--- src/rtl/regfile_write_arbiter.sv ---
// Write-port owner for the 32 x 64 register file: zero-scrubs every register after reset,
// then round-robins writebacks from requester A (ALU) and B (load), dropping writes to XZR.
module regfile_write_arbiter #(
  parameter int DATA_W   = 64,
  parameter int ADDR_W   = 5,
  parameter int NUM_REGS = 32,
  parameter int ZERO_REG = 31
) (
  input  logic              clk,
  input  logic              reset,
  input  logic              a_valid,
  input  logic [ADDR_W-1:0] a_reg,
  input  logic [DATA_W-1:0] a_data,
  output logic              a_ready,
  input  logic              b_valid,
  input  logic [ADDR_W-1:0] b_reg,
  input  logic [DATA_W-1:0] b_data,
  output logic              b_ready,
  output logic [ADDR_W-1:0] writeReg,
  output logic [DATA_W-1:0] writeData,
  output logic              regWrite,
  output logic              init_done
);

  localparam int CNT_W      = ADDR_W + 1;
  localparam int LAST_SCRUB = (ZERO_REG == NUM_REGS - 1) ? NUM_REGS - 2 : NUM_REGS - 1;

  typedef enum logic [0:0] {
    ST_INIT = 1'b0,
    ST_RUN  = 1'b1
  } state_t;

  state_t            state_r, state_s;
  logic [CNT_W-1:0]  cnt_r, cnt_s, cnt_inc_s;
  logic              prio_r, prio_s;          // 1'b0: A has priority, 1'b1: B
  logic              reg_write_r, reg_write_s;
  logic [ADDR_W-1:0] write_reg_r, write_reg_s;
  logic [DATA_W-1:0] write_data_r, write_data_s;
  logic              init_done_r, init_done_s;
  logic              grant_a_s, grant_b_s;
  logic [ADDR_W-1:0] gnt_reg_s;
  logic [DATA_W-1:0] gnt_data_s;

  // Round-robin grant; nothing is accepted while the scrub is running.
  always_comb begin
    grant_a_s = 1'b0;
    grant_b_s = 1'b0;
    if (state_r == ST_RUN) begin
      grant_a_s = a_valid & (~b_valid | ~prio_r);
      grant_b_s = b_valid & (~a_valid | prio_r);
    end else begin
      grant_a_s = 1'b0;
      grant_b_s = 1'b0;
    end
  end

  assign a_ready = grant_a_s;
  assign b_ready = grant_b_s;

  // Scrub counter step, hopping over the hardwired-zero register.
  always_comb begin
    cnt_inc_s = cnt_r + CNT_W'(1);
    if ((cnt_r + CNT_W'(1)) == CNT_W'(ZERO_REG)) begin
      cnt_inc_s = cnt_r + CNT_W'(2);
    end else begin
      cnt_inc_s = cnt_r + CNT_W'(1);
    end
  end

  // Next-state and next-output logic for the scrub/run sequencer.
  always_comb begin
    state_s      = state_r;
    cnt_s        = cnt_r;
    prio_s       = prio_r;
    reg_write_s  = 1'b0;
    write_reg_s  = write_reg_r;
    write_data_s = write_data_r;
    init_done_s  = init_done_r;
    gnt_reg_s    = grant_b_s ? b_reg  : a_reg;
    gnt_data_s   = grant_b_s ? b_data : a_data;
    case (state_r)
      ST_INIT: begin
        if (cnt_r > CNT_W'(LAST_SCRUB)) begin
          state_s     = ST_RUN;
          init_done_s = 1'b1;
        end else begin
          if (cnt_r != CNT_W'(ZERO_REG)) begin
            reg_write_s  = 1'b1;
            write_reg_s  = cnt_r[ADDR_W-1:0];
            write_data_s = {DATA_W{1'b0}};
          end else begin
            reg_write_s = 1'b0;
          end
          cnt_s = cnt_inc_s;
        end
      end
      ST_RUN: begin
        if (grant_a_s | grant_b_s) begin
          prio_s = grant_a_s;
          // XZR grants complete the handshake but never reach the register file
          if (gnt_reg_s != ADDR_W'(ZERO_REG)) begin
            reg_write_s  = 1'b1;
            write_reg_s  = gnt_reg_s;
            write_data_s = gnt_data_s;
          end else begin
            reg_write_s = 1'b0;
          end
        end else begin
          reg_write_s = 1'b0;
        end
      end
      default: begin
        state_s     = ST_INIT;
        cnt_s       = {CNT_W{1'b0}};
        init_done_s = 1'b0;
      end
    endcase
  end

  // State and registered write-port outputs.
  always_ff @(posedge clk or posedge reset) begin
    if (reset) begin
      state_r      <= ST_INIT;
      cnt_r        <= {CNT_W{1'b0}};
      prio_r       <= 1'b0;
      reg_write_r  <= 1'b0;
      write_reg_r  <= {ADDR_W{1'b0}};
      write_data_r <= {DATA_W{1'b0}};
      init_done_r  <= 1'b0;
    end else begin
      state_r      <= state_s;
      cnt_r        <= cnt_s;
      prio_r       <= prio_s;
      reg_write_r  <= reg_write_s;
      write_reg_r  <= write_reg_s;
      write_data_r <= write_data_s;
      init_done_r  <= init_done_s;
    end
  end

  assign regWrite  = reg_write_r;
  assign writeReg  = write_reg_r;
  assign writeData = write_data_r;
  assign init_done = init_done_r;

endmodule

--- config.mk ---
export PLATFORM = sky130hd
export DESIGN_NAME = regfile_write_arbiter
export DESIGN_NICKNAME = d
export VERILOG_FILES = /design/src/rtl/regfile_write_arbiter.sv
export SDC_FILE = /design/constraint.sdc
export NUM_CORES = 1
export LEC_CHECK = 0
export ABC_AREA = 0
export BUFFER_PORTS_ARGS = -buffer_cell sky130_fd_sc_hd__buf_4
export CAP_MARGIN = 20
export CORE_MARGIN = 2
export CORE_UTILIZATION = 30
export CTS_BUF_LIST = sky130_fd_sc_hd__clkbuf_8
export DETAILED_ROUTE_END_ITERATION = 6
export SLEW_MARGIN = 30
export SYNTH_ARGS = -nofsm -noshare
export SYNTH_HDL_FRONTEND = slang
export SYNTH_SLANG_ARGS = --single-unit
--- constraint.sdc ---
create_clock -name clk -period 7.1 [get_ports clk]
set_input_delay 0.71 -clock clk [delete_from_list [all_inputs] [get_ports clk]]
set_output_delay 0.71 -clock clk [all_outputs]
set_load 0.02 [all_outputs]
[Word-level counts from Yosys, hierarchy flattened]
Cells that the tools add are included.
Storage, ports and cells
  register bits: 79
  output and inout bits: 73
Operators by class
  add/subtract/negate cells: 2
  $lt $le $gt $ge: 1
  equality and inequality tests: 7
  mux-type cells: 22
  bitwise operators: 10
  reductions and logical operators: 4
Operators by type and width (count)
  2-to-1 mux 64 bit: 5
  case mux 64 bit (2 select lines): 1
  2-to-1 mux 5 bit: 5
  case mux 5 bit (2 select lines): 1
  2-to-1 mux 1 bit: 8
  adder 6 x 1 -> 6 bit (second input constant): 1
  adder 6 x 2 -> 6 bit (second input constant): 1
  equality test 6 x 5 -> 1 bit (second input constant): 1
  greater-than comparator 6 x 5 -> 1 bit (second input constant): 1
  2-to-1 mux 6 bit: 1
  inequality test 6 x 5 -> 1 bit (second input constant): 1
  AND reduction 2 bit: 3
  inequality test 5 bit (second input constant): 1
  inverter 1 bit: 5
  inequality test 2 x 1 -> 1 bit (second input constant): 2
  inequality test 2 bit (second input constant): 2
  AND reduction 4 bit: 1
  OR 1 bit: 3
  AND 1 bit: 2
  case mux 1 bit (2 select lines): 1

[Logic depth before layout (Yosys ltp)]
Gate-level depths: netlist of the first run.
  depth in word-level cells: 9
  mapped depth: 8

[Worst setup path before layout of the first run]
Ideal clock, no wire load.
  path kind: in2out
  start point: input port b_valid
  end point: output port b_ready
  arrival time: 1.690 ns
  slack: 4.700 ns
  cell stages on the path: 4
  cells stage by stage: nand2_1 a21oi_2 buf_2 clkbuf_1
On the way
  cells in the longest elaborated chain, start to end: 2
RTL lines
  start, declared: line 15  | input logic b_valid,
  AND 1 bit: line 50  | grant_b_s = b_valid & (~a_valid | prio_r);
  2-to-1 mux 1 bit: line 48  | if (state_r == ST_RUN) begin
  end, declared: line 18  | output logic b_ready,
Every way passes these cells.

[Final worst setup path of the first run]
Ends and elaborated chain as after synthesis.

==> summary.md, run 1 <==
| Metric | Value |
|---|---|
| # clock sinks | `between 70 and 80` |
| CTS root buffer | `clkbuf_8` |
| Worst-Margin Slew | `between 700 and 800 ps` |
| Total GRT Usage | `0.162` |
| Final-report setup violation count | `0` |
| Clk buf depth | `2` |
| Chip Width | `between 100 and 150 microns` |
| Crit path cell chain | `buf_4 > nand2_1 > a21oi_4 > buf_4 > buf_4` |
| Top area cells in the synthesized netlist | `dfrtp_1 50%, nand2_1 10%, mux2i_1 8.8%, o21ai_0 7.3%, a21oi_1 4.4%` |
| Port buffer count | `~210` |
| Adder-cell share of the synthesized area | `0.0126` |
| Placeable Area | `approximately 13000 sq um` |
| Hold Path Depth | `2` |
| Leak pwr | `2.98 nW` |
| Path depth of the worst reg2reg path | `7` |
| Antenna diodes | `0` |
| Synth Register Bits | `79` |
| WHS | `485 ps` |
| RSZ-0062 raised after global routing | `no` |
| Routed vias/inst | `4.59` |
| Cells after DPL | `around 820` |
| WS Path Type | `in2out` |
| FF-to-FF End | `writeReg[4]` |
| Avg Inst Size Synth | `8.74 sq um` |
| Yosys cell types | `39` |
| Antenna Nets Post-Route | `0` |
| Crit path setup slack, layout | `roughly 4600 ps` |
| Min Tclk post-route | `approximately 2500 ps` |
| R2R Setup Slk | `4620 ps` |
| Layout Cells excl Fill | `832` |
| Top cells by count, synth | `107 x nand2_1, 79 x dfrtp_1, 58 x o21ai_0` |
| Post-synth net total | `600` |
| Row cnt | `42` |
| Worst rel slew slack | `0.508` |
| Fraction of registers with async set/reset | `1.00` |
| Total number of vias | `3819` |
| Boundary pin count | `215` |
| HPWL after detailed placement | `8.29 mm` |
| Post-route DRC violation count | `0` |
| Ys flop type | `dfrtp_1` |
| Multiplexer share of the synthesized area | `0.0882` |
| YS warnings | `0` |
| Worst Path Arrival | `1830 ps` |
| Worst-case vdd ir drop | `0.0940 mV` |
| Max cap viols | `0` |
| Compound-gate portion of the synthesized area | `0.181` |
| Hold EP | `writeData[43]` |
| Yosys top cell by area | `dfrtp_1` |
| Tcrit/Tclk final | `0.358` |
| Post-synth EDFFs | `0` |
| CP dominant cell by count | `buf_4` |
| Clock skew after layout | `approximately 11 ps` |
| Post-Synth XOR/XNOR Area | `0.00441` |
| Sequential area share after synthesis | `0.498` |
| Hold path startpoint | `writeData[43]` |
| CTS resizes | `0` |
| Post-synth top area share | `0.498` |
| Die area | `between 10000 and 15000 sq um` |
| Hold_buf cts | `0` |
| Starting Density | `0.303` |
| First-pass GRT wire length | `18.6 mm` |
| Crit end category | `primary output` |
| Gpl congestion | `0.785` |
| Pins Over Slew Limit | `0` |
| Share of cells above drive strength 1 | `0.364` |
| Largest net degree at the start of global routing | `80` |
| Post CTS Setup Buffer Count | `0` |
| Largest family of logic cells by synthesized area | `compound AO/OA/AOI/OAI gates` |
| Synth Cell Area | `between 3000 and 4000 sq um` |
| Gate Count Post-Synth | `454` |
| Most common cell in the synthesized netlist | `nand2_1` |
| DP Worst Slack | `4450 ps` |
| 1st-pass router iterations | `4` |
| Crit path max fanout | `between 70 and 80` |
| Cell family with most CP delay | `buffers and inverters` |
| Total gr overflow | `0` |
| CTS tree | `yes` |
| Outcome | `finished clean` |
| Wirelength, routed | `11.3 mm` |
| Fmax | `394 MHz` |
| Area share of and/or/nand/nor cells after synthesis | `0.172` |
| Clock buffers created by TritonCTS | `9` |
| PwrDens | `about 230 nW/um^2` |
| Routed len/inst | `13.5 microns` |
| Vias in the first global route | `3732` |
| First DRT Iteration DRCs | `about 190` |
| CTS H-tree lvls | `3` |
| Worst R2R Start | `state_r` |
| Final setup TNS | `0 ps` |
| WP data required | `between 6000 and 7000 ps` |
| Area Overhead vs Synth | `49.2%` |
| Clock transition at path regs | `80 ps` |
| Hold/Removal Path Class | `reg2reg` |
| Final Hold Fails | `0` |
| Antenna violations before repair | `0` |
| Critical Path Source Type | `primary input` |
| CP max stage cell | `buf_4` |
| Buf/Inv on CP | `3` |
| Die height | `~120 microns` |
| CP max stage delay | `550 ps` |
| Nets | `798` |
| Insertion delay to the later sink of the worst-skew pair | `about 350 ps` |
==> worst max-delay path by stage <==
stage                     cells after the start  slack [ps]       endpoint  startpoint
final                                         5        4560        b_ready     b_valid
after global routing                          7        4320    writeReg[4]     state_r
after CTS                                     7        4510    writeReg[4]     state_r
after detailed placement                      8        4450    writeReg[4]     b_valid
after global placement                        6        4430  writeData[48]     b_valid
after floorplan                               1        4370       cnt_r[0]       reset
==> placed cells by master, fill, tap and decap left out, types with 3 or more instances in the layout <==
master	count
a211oi_1	7
a21o_1	7
a21oi_1	34
buf_4	219
clkbuf_8	9
clkinv_2	3
dfrtp_1	79
ha_1	4
inv_1	5
mux2i_1	35
nand2_1	107
nand3_1	3
nor2_1	44
o21ai_0	58
o21ai_1	9
o21bai_1	3
==> per-layer routing <==
layer | vias to the layer above | wire length [microns] | GRT usage
met1 | 1744 | 4930 | 0.209
met2 | 134 | 5420 | 0.268
li1 | 1930 | - | -
met4 | 0 | 154 | 0.0506
met3 | 11 | 755 | 0.0378
met5 | - | 0 | 0
==> state kept, by name, summed over array words and instances (netlist names) <==
name and flops:
writeData 64, cnt_r 6, writeReg 5, init_done 1
prio_r 1, regWrite 1, state_r 1
==> stage by stage <==
stage               cell area (sq um)   util  total power [mW]
CTS                              5920  0.453              1.37
global route                     5920  0.453              1.43
detailed placement               5710  0.437              1.00
finish                           5920  0.453              1.35
global placement                 5700  0.436             0.991
floorplan                        3970      -             0.784
==> logic make-up (layout without fill, tap and decap cells) <==
group,Yosys count,count (layout)
AND/OR/NAND/NOR,168,168
XOR/XNOR,2,2
adder cells (fa/ha/maj),4,4
AO/OA/AOI/OAI,127,127
flip-flops,79,79
multiplexers,35,35
buffers and inverters,39,241
==> cell type report <==
class	count	area [sq um]
Timing Repair Buffer	220	1660
Clock inverter	6	86.3
Multi-Input combinational cell	336	1840
Clock buffer	9	124
Inverter	6	23.8
Tap cell	176	220
Sequential cell	79	1980
Fill cell	1301	7160
==> tightest hold or removal path: stages (launching register included) <==
cell	delay [ps]
dfrtp_1	350
nand2_1	40
o21ai_0	60
==> where the power goes <==
group / leakage [nW] / switching (mW) / internal (mW) / total (mW)
clock network: 0.105 / 0.169 / 0.196 / 0.364
registers: 0.960 / 0.0388 / 0.520 / 0.559
logic: 1.92 / 0.231 / 0.193 / 0.424
total: 2.98 / 0.439 / 0.909 / 1.35
(Power assumes the default switching activity.)
==> run 2, diff against run 1 <==
ABC_AREA = 1   (was 0)
clock period = 2.3 ns   (was 7.1 ns; I/O delays follow)
==> run 2 against run 1 <==
Cell count increased by 26%; combinational power grew to 3.3 times the previous value; register-to-register slack lost 4200 ps; clock skew down 3.9 ps; critical endpoint is now writeData[21]; highest routed layer unchanged.
==> summary.md, run 2 <==
| Metric | Value |
|---|---|
| Crit path setup slack, layout | `425 ps (-4130 ps)` |
| Area Overhead vs Synth | `44.1%` |
| Final Hold Fails | `0 (unchanged)` |
| Wirelength, routed | `13.5 mm (+20%)` |
| Hold/Removal Path Class | `in2reg` |
| Crit end category | `flop` |
| Critical Path Source Type | `flop` |
| Total GRT Usage | `0.167 (+0.00574)` |
| Sw frac | `0.337 (+0.0114)` |
| Min Tclk post-route | `1880 ps` |
| Comb power frac | `0.330 (+0.015)` |
| Nets | `1006 (+26%)` |
| Crit path max fanout | `40 (-44%)` |
| Insertion delay to the later sink of the worst-skew pair | `360 ps (about the same)` |
| Placeable Area | `14600 sq um (+11%)` |
| Ys flop type | `dfrtp_1` |
| Antenna diodes | `0 (unchanged)` |
| Top cells by count, synth | `316 x nand2_1, 111 x nand3_1, 79 x dfrtp_1` |
| DP Worst Slack | `406 ps (-4040 ps)` |
| Boundary pin count | `215 (unchanged)` |
| Multi-input gate area | `2120 sq um (+15%)` |
| Max cap viols | `0 (unchanged)` |
| Row cnt | `44 (+4.8%)` |
| Pins Over Slew Limit | `0 (unchanged)` |
| Post-synth net total | `812 (+35%)` |
| First DRT Iteration DRCs | `216 (+15%)` |
| Fmax | `533 MHz` |
| Leak pwr | `3.76 nW (+26%)` |
| Internal | `2.81 mW (+210%)` |
| Synth Cell Area | `4490 sq um (+13%)` |
| Sequential area share after synthesis | `0.440 (-0.0581)` |
| Placed Instance Area | `6250 sq um (+9.5%)` |
| Post-synth EDFFs | `0 (unchanged)` |
| WHS | `178 ps (-306 ps)` |
| Gate Count Post-Synth | `666 (+47%)` |
| Gpl congestion | `0.849 (+8.1%)` |
| RSZ-0062 raised after global routing | `no` |
| Synth Register Bits | `79 (unchanged)` |
| WP data required | `2600 ps (-3790 ps)` |
| Avg Inst Size Synth | `6.75 sq um (-23%)` |
| Worst rel slew slack | `0.601 (+0.0930)` |
| Post-synth top area share | `0.440 (-0.0581)` |
| Port buffer count | `214 (unchanged)` |
| Commonest non-fill, non-tap cells in the layout | `316 x nand2_1, 222 x buf_4, 111 x nand3_1, 79 x dfrtp_1, 50 x inv_1` |
| CTS tree | `yes` |
| Final Power | `4.24 mW (+210%)` |
| Clk buf depth | `2 (unchanged)` |
| Top area cells in the synthesized netlist | `dfrtp_1 44%, nand2_1 26%, nand3_1 12%, o21ai_0 4.5%, inv_1 4.3%` |
| Final-report setup violation count | `0 (unchanged)` |
| CTS root buffer | `clkbuf_8` |
| PwrDens | `654 nW/um^2 (+190%)` |
| Starting Density | `0.308 (+0.00466)` |
| Die area | `16000 sq um (+13%)` |
| Leading cell type in the layout, fill and taps excluded | `nand2_1` |
| # clock sinks | `79 (unchanged)` |
| Antenna violations before repair | `0 (unchanged)` |
| Antenna Nets Post-Route | `0 (unchanged)` |
| Sequential Power Share | `0.402 (-0.013)` |
| Vias in the first global route | `4470 (+20%)` |
| Tcrit/Tclk final | `0.815` |
| Largest net degree at the start of global routing | `70 (-13%)` |
| Fraction of registers with async set/reset | `1.00 (unchanged)` |
| Routed vias/inst | `4.48 (-2.3%)` |
| Chip Width | `126 microns (+6.2%)` |
| Clock skew after layout | `7.21 ps (-3.91 ps)` |
| Routed len/inst | `12.9 microns (-4.7%)` |
| Post CTS Setup Buffer Count | `0 (unchanged)` |
| CTS H-tree lvls | `3 (unchanged)` |
| Yosys top cell by area | `dfrtp_1` |
| WS Path Type | `reg2reg` |
| Total gr overflow | `0 (unchanged)` |
| Yosys cell types | `21 (-46%)` |
| Most common cell in the synthesized netlist | `nand2_1` |
| Filler Cells Inserted | `1567 (+20%)` |
| Max reg flops | `64 (unchanged)` |
| Clock buffers created by TritonCTS | `9 (unchanged)` |
| Worst-case vdd ir drop | `0.222 mV (+140%)` |
| Seq. cell area | `1980 sq um (unchanged)` |
| Worst Path Arrival | `2180 ps (+350 ps)` |
| Total number of vias | `4703 (+23%)` |
| Outcome | `finished clean` |
| Sw power | `1.43 mW (+230%)` |
| Final setup TNS | `0 ps (unchanged)` |
| Worst-Margin Slew | `598 ps (-136 ps)` |
| 1st-pass router iterations | `4 (unchanged)` |
| Clock transition at path regs | `90 ps (about the same)` |
| Die height | `126 microns (+6.2%)` |
| Clock share of power | `0.268 (-0.002)` |
| Share of cells above drive strength 1 | `0.289 (-0.0753)` |
| YS warnings | `0 (unchanged)` |
| Design Area, Final | `6480 sq um (+9.3%)` |
| HPWL after detailed placement | `9.57 mm (+15%)` |
| Post-route DRC violation count | `0 (unchanged)` |
| First-pass GRT wire length | `21.7 mm (+17%)` |
==> run 2: changes by cell type in the layout (fill, tap and decap cells not counted), sizes merged, moves of 26 or more <==
cell	change
inv	+47
o21ai	-26
a21oi	-36
mux2i	-35
nand3	+108
nand2	+212
nor2	-35
==> run 2: power by group through the flow <==
stage / Combinational [mW] / Clock, mW / Sequential [mW]
floorplan: 0.480 / 0 / 1.99
global placement: 1.42 / 0 / 1.72
detailed placement: 1.42 / 0 / 1.73
CTS: 1.42 / 1.17 / 1.71
global route: 1.54 / 1.22 / 1.73
finish: 1.40 / 1.13 / 1.70
==> run 2: path summary, 6_finish.rpt <==
kind | startpoint | to | slack (ps) | cells after the start
worst max-delay path | cnt_r[0] | writeData[21] | 420 | 11
worst min-delay path | b_data[37] | writeData[37] | 180 | 5
worst max register to register | cnt_r[0] | writeData[21] | 420 | 11
worst min register to register | init_done | init_done | 470 | 1
max in group asynchronous | reset | writeData[19] | 1220 | 4
min in group asynchronous | reset | writeData[59] | 470 | 3
==> run 2: timing repair <==
item | in CTS | in global routing
hold buffers | 1 | 0
resized for setup | 0 | 0
endpoints found under the hold margin | 31 | 0
==> run 2: cells by family (layout without fill, tap and decap cells) <==
| logic type | count (synthesis) | count (layout) | synth area share |
|---|---|---|---|
| AO/OA/AOI/OAI | 43 | 43 | 0.0515 |
| XOR/XNOR | 3 | 3 | 0.00585 |
| adder cells (fa/ha/maj) | 4 | 4 | 0.0111 |
| buffers and inverters | 96 | 295 | 0.0894 |
| flip-flops | 79 | 79 | 0.440 |
| AND/OR/NAND/NOR | 441 | 441 | 0.402 |
==> run 2: cell type report <==
type	instances	share of cell area
clock inverters	7	0.0135
flip-flops and latches	79	0.305
well taps	184	0.0355
inverters	53	0.0309
clock buffers	9	0.0191
multi-input cells	491	0.327
repair buffers	226	0.268
==> run 2: per-layer routing <==
metal  GRT usage  up-vias  share of wire
met3      0.0384       18          0.073
met1       0.219     2076           0.45
met2       0.274      150           0.46
met4      0.0569        0          0.020
li1            -     2459              -
met5           0        -              0
==> run 2: critical path: stages (launching register included) <==
cell and delay, ps:
dfrtp_1 420, inv_1 170, ha_1 170, inv_1 40, nand2_1 50, nand2_1 70, nor2_2 240, nand2_2 130
nand2_1 130, buf_12 210, nand2_1 100, nand2_1 60
==> run 2: stage by stage <==
stage	std cells	utilization
CTS	1049	0.444
floorplan	666	-
finish	1049	0.444
global placement	1032	0.429
detailed placement	1032	0.429
global route	1049	0.444
==> run 3, diff against run 2 <==
clock period = 1.9 ns   (was 2.3 ns; I/O delays follow)
==> run 3 against run 2 <==
Cell count up 1.1%; worst setup slack worse by 280 ps; register-to-register slack worse by 280 ps; critical path depth up 1; sequential power up 22%; global-route usage up 0.71 points; power up 26%; first-iteration DRC count up 45%; highest routed layer unchanged; maximum frequency up 6.7%; clock power up 35%.
==> summary.md, run 3 (synthesized netlist as in run 2, its figures left out) <==
| Metric | Value |
|---|---|
| Gpl congestion | `0.833 (-1.8%)` |
| 1st-pass router iterations | `4 (unchanged)` |
| Min Tclk post-route | `1760 ps (-118 ps)` |
| Commonest non-fill, non-tap cells in the layout | `315 x nand2_1, 223 x buf_4, 110 x nand3_1, 79 x dfrtp_1, 52 x inv_1` |
| CP max stage cell | `dfrtp_1` |
| Antenna Nets Post-Route | `0 (unchanged)` |
| Chip Width | `126 microns (unchanged)` |
| Hold/Removal Path Class | `in2reg` |
| Nets | `1018 (+1.2%)` |
| Cell family with most CP delay | `simple AND/OR/NAND/NOR gates` |
| Hold EP | `prio_r` |
| Placeable Area | `14600 sq um (unchanged)` |
| Crit path cell chain | `inv_2 > nand2_2 > nand2_4 > nand2_1 > nand2_1 > nand3_2 > o21bai_4 > buf_12 > nand2_4 > clkbuf_16 > nand2_1 > nand2_1` |
| Path depth of the worst reg2reg path | `12 (+1)` |
| WS Path Type | `reg2reg` |
| Boundary pin count | `215 (unchanged)` |
| HPWL after detailed placement | `10.1 mm (+5.1%)` |
| Critical Path Source Type | `flop` |
| Comb power frac | `0.331 (about the same)` |
| Worst Path Arrival | `2030 ps (-150 ps)` |
| Crit path setup slack, layout | `143 ps (-282 ps)` |
| Clock skew after layout | `10.6 ps (+3.44 ps)` |
| Final Hold Fails | `0 (unchanged)` |
| Total gr overflow | `0 (unchanged)` |
| Hold Path Depth | `3 (-2)` |
| Pins Over Slew Limit | `0 (unchanged)` |
| Final setup TNS | `0 ps (unchanged)` |
| Starting Density | `0.308 (unchanged)` |
| Clk buf depth | `2 (unchanged)` |
| Clock share of power | `0.283 (+0.015)` |
| Tcrit/Tclk final | `0.925 (+0.109)` |
| Crit end category | `flop` |
| Outcome | `finished clean` |
| Worst-Margin Slew | `454 ps (-144 ps)` |
| First DRT Iteration DRCs | `313 (+45%)` |
| CTS root buffer | `clkbuf_8` |
| Clock buffers created by TritonCTS | `9 (unchanged)` |
| FF-to-FF End | `writeData[31]` |
| Worst R2R Start | `prio_r` |
| Antenna violations before repair | `0 (unchanged)` |
| Routed len/inst | `13.6 microns (+5.4%)` |
| Fmax | `569 MHz (+6.7%)` |
| Hold path startpoint | `a_valid` |
| CTS H-tree lvls | `3 (unchanged)` |
| WP data required | `2170 ps (-430 ps)` |
| Final-report setup violation count | `0 (unchanged)` |
| Total number of vias | `4813 (+2.3%)` |
| Sw frac | `0.330 (-0.00730)` |
| Crit path max fanout | `20 (-50%)` |
| Final Util | `0.463 (+0.0192)` |
| DP Worst Slack | `50.3 ps (-356 ps)` |
| Row cnt | `44 (unchanged)` |
| Port buffer count | `214 (unchanged)` |
| Worst rel slew slack | `0.697 (+0.0966)` |
| Area Overhead vs Synth | `50.3%` |
| Max reg flops | `64 (unchanged)` |
| Leading cell type in the layout, fill and taps excluded | `nand2_1` |
| Antenna diodes | `0 (unchanged)` |
| Clock transition at path regs | `90 ps (about the same)` |
| Insertion delay to the later sink of the worst-skew pair | `370 ps (about the same)` |
| CTS tree | `yes` |
| CP max stage delay | `390 ps (-30 ps)` |
| Leak pwr | `3.89 nW (+3.3%)` |
| Post-route DRC violation count | `0 (unchanged)` |
| Die height | `126 microns (unchanged)` |
| Internal | `3.59 mW (+28%)` |
| Filler Cells Inserted | `1548 (-1.2%)` |
| Vias in the first global route | `4565 (+2.1%)` |
| CP dominant cell by count | `nand2_1` |
| Total GRT Usage | `0.174 (+0.00713)` |
| Routed vias/inst | `4.54 (+1.2%)` |
| # clock sinks | `79 (unchanged)` |
| PwrDens | `793 nW/um^2 (+21%)` |
| R2R Setup Slk | `140 ps (-280 ps)` |
| Buf/Inv on CP | `3 (unchanged)` |
| Max cap viols | `0 (unchanged)` |
| Largest net degree at the start of global routing | `74 (+5.7%)` |
| Wirelength, routed | `14.4 mm (+6.6%)` |
| Worst-case vdd ir drop | `0.382 mV (+72%)` |
| First-pass GRT wire length | `22.6 mm (+4.2%)` |
| Share of cells above drive strength 1 | `0.301 (+0.0120)` |
| Sequential Power Share | `0.386 (-0.016)` |
| Sw power | `1.77 mW (+24%)` |
| Die area | `16000 sq um (unchanged)` |
-- run 3: changes by cell type in the layout (fill, tap and decap cells not counted), moves of 2 or more --
cell	before	now
buf_12	3	10
inv_1	50	52
buf_6	0	2
clkbuf_16	0	2
nand2_4	1	3
clkinv_2	5	0
-- run 3: worst max-delay path by stage --
stage / cells after the start / endpoint / slack (ps) / from
2_1_floorplan: 11 / writeData[34] / 220 / cnt_r[0]
3_3_place_gp: 9 / writeData[31] / 100 / prio_r
3_5_place_dp: 11 / writeData[17] / 50 / cnt_r[0]
4_1_cts: 11 / writeData[63] / 10 / cnt_r[0]
5_1_grt: 12 / writeData[31] / -7 / prio_r
6_report: 12 / writeData[31] / 140 / prio_r
-- run 3: area by class of cell --
class,count,area [sq um],area share
multi-input cells,491,2150,0.319
clock buffers,9,124,0.0183
clock inverters,7,114,0.0169
inverters,53,203,0.0300
well taps,184,230,0.0341
repair buffers,238,1960,0.290
flip-flops and latches,79,1980,0.293
-- run 3: what timing repair did --
| item | 4_1_cts | 5_1_grt |
|---|---|---|
| endpoints found under the hold margin | 9 | 0 |
| setup buffers | 0 | 1 |
| gates resized for setup | 0 | 9 |
| hold buffers | 1 | 0 |
| endpoints found under the setup margin | 0 | 76 |
-- run 3: worst register-to-register path: cells and delay by family, from the launching register on --
kind	cells	cell delay, ps
AOI/OAI and AO/OA	1	170
buffers and inverters	3	390
DFF	1	390
and+or+nand+nor	8	710
-- run 3: layer usage --
metal | global-route usage | share of wire
met5 | 0 | 0
met4 | 0.0582 | 0.022
met3 | 0.0502 | 0.066
met2 | 0.287 | 0.48
met1 | 0.221 | 0.44
-- run 3: through the flow --
stage / hold slack (ps) / instance area, sq um / cells / power [mW]
final: 125 / 6760 / 1061 / 5.36
after global routing: 126 / 6760 / 1061 / 5.68
after CTS: 103 / 6650 / 1058 / 5.38
after detailed placement: 174 / 6400 / 1041 / 3.85
after global placement: 177 / 6400 / 1041 / 3.83
after floorplan: 365 / 4500 / 666 / 2.99
-- run 3: power groups by stage --
stage	Combinational, mW	Sequential (mW)	Clock [mW]
2_1_floorplan	0.581	2.40	0
3_3_place_gp	1.73	2.09	0
3_5_place_dp	1.74	2.10	0
4_1_cts	1.75	2.07	1.57
5_1_grt	1.94	2.10	1.63
6_report	1.77	2.07	1.52
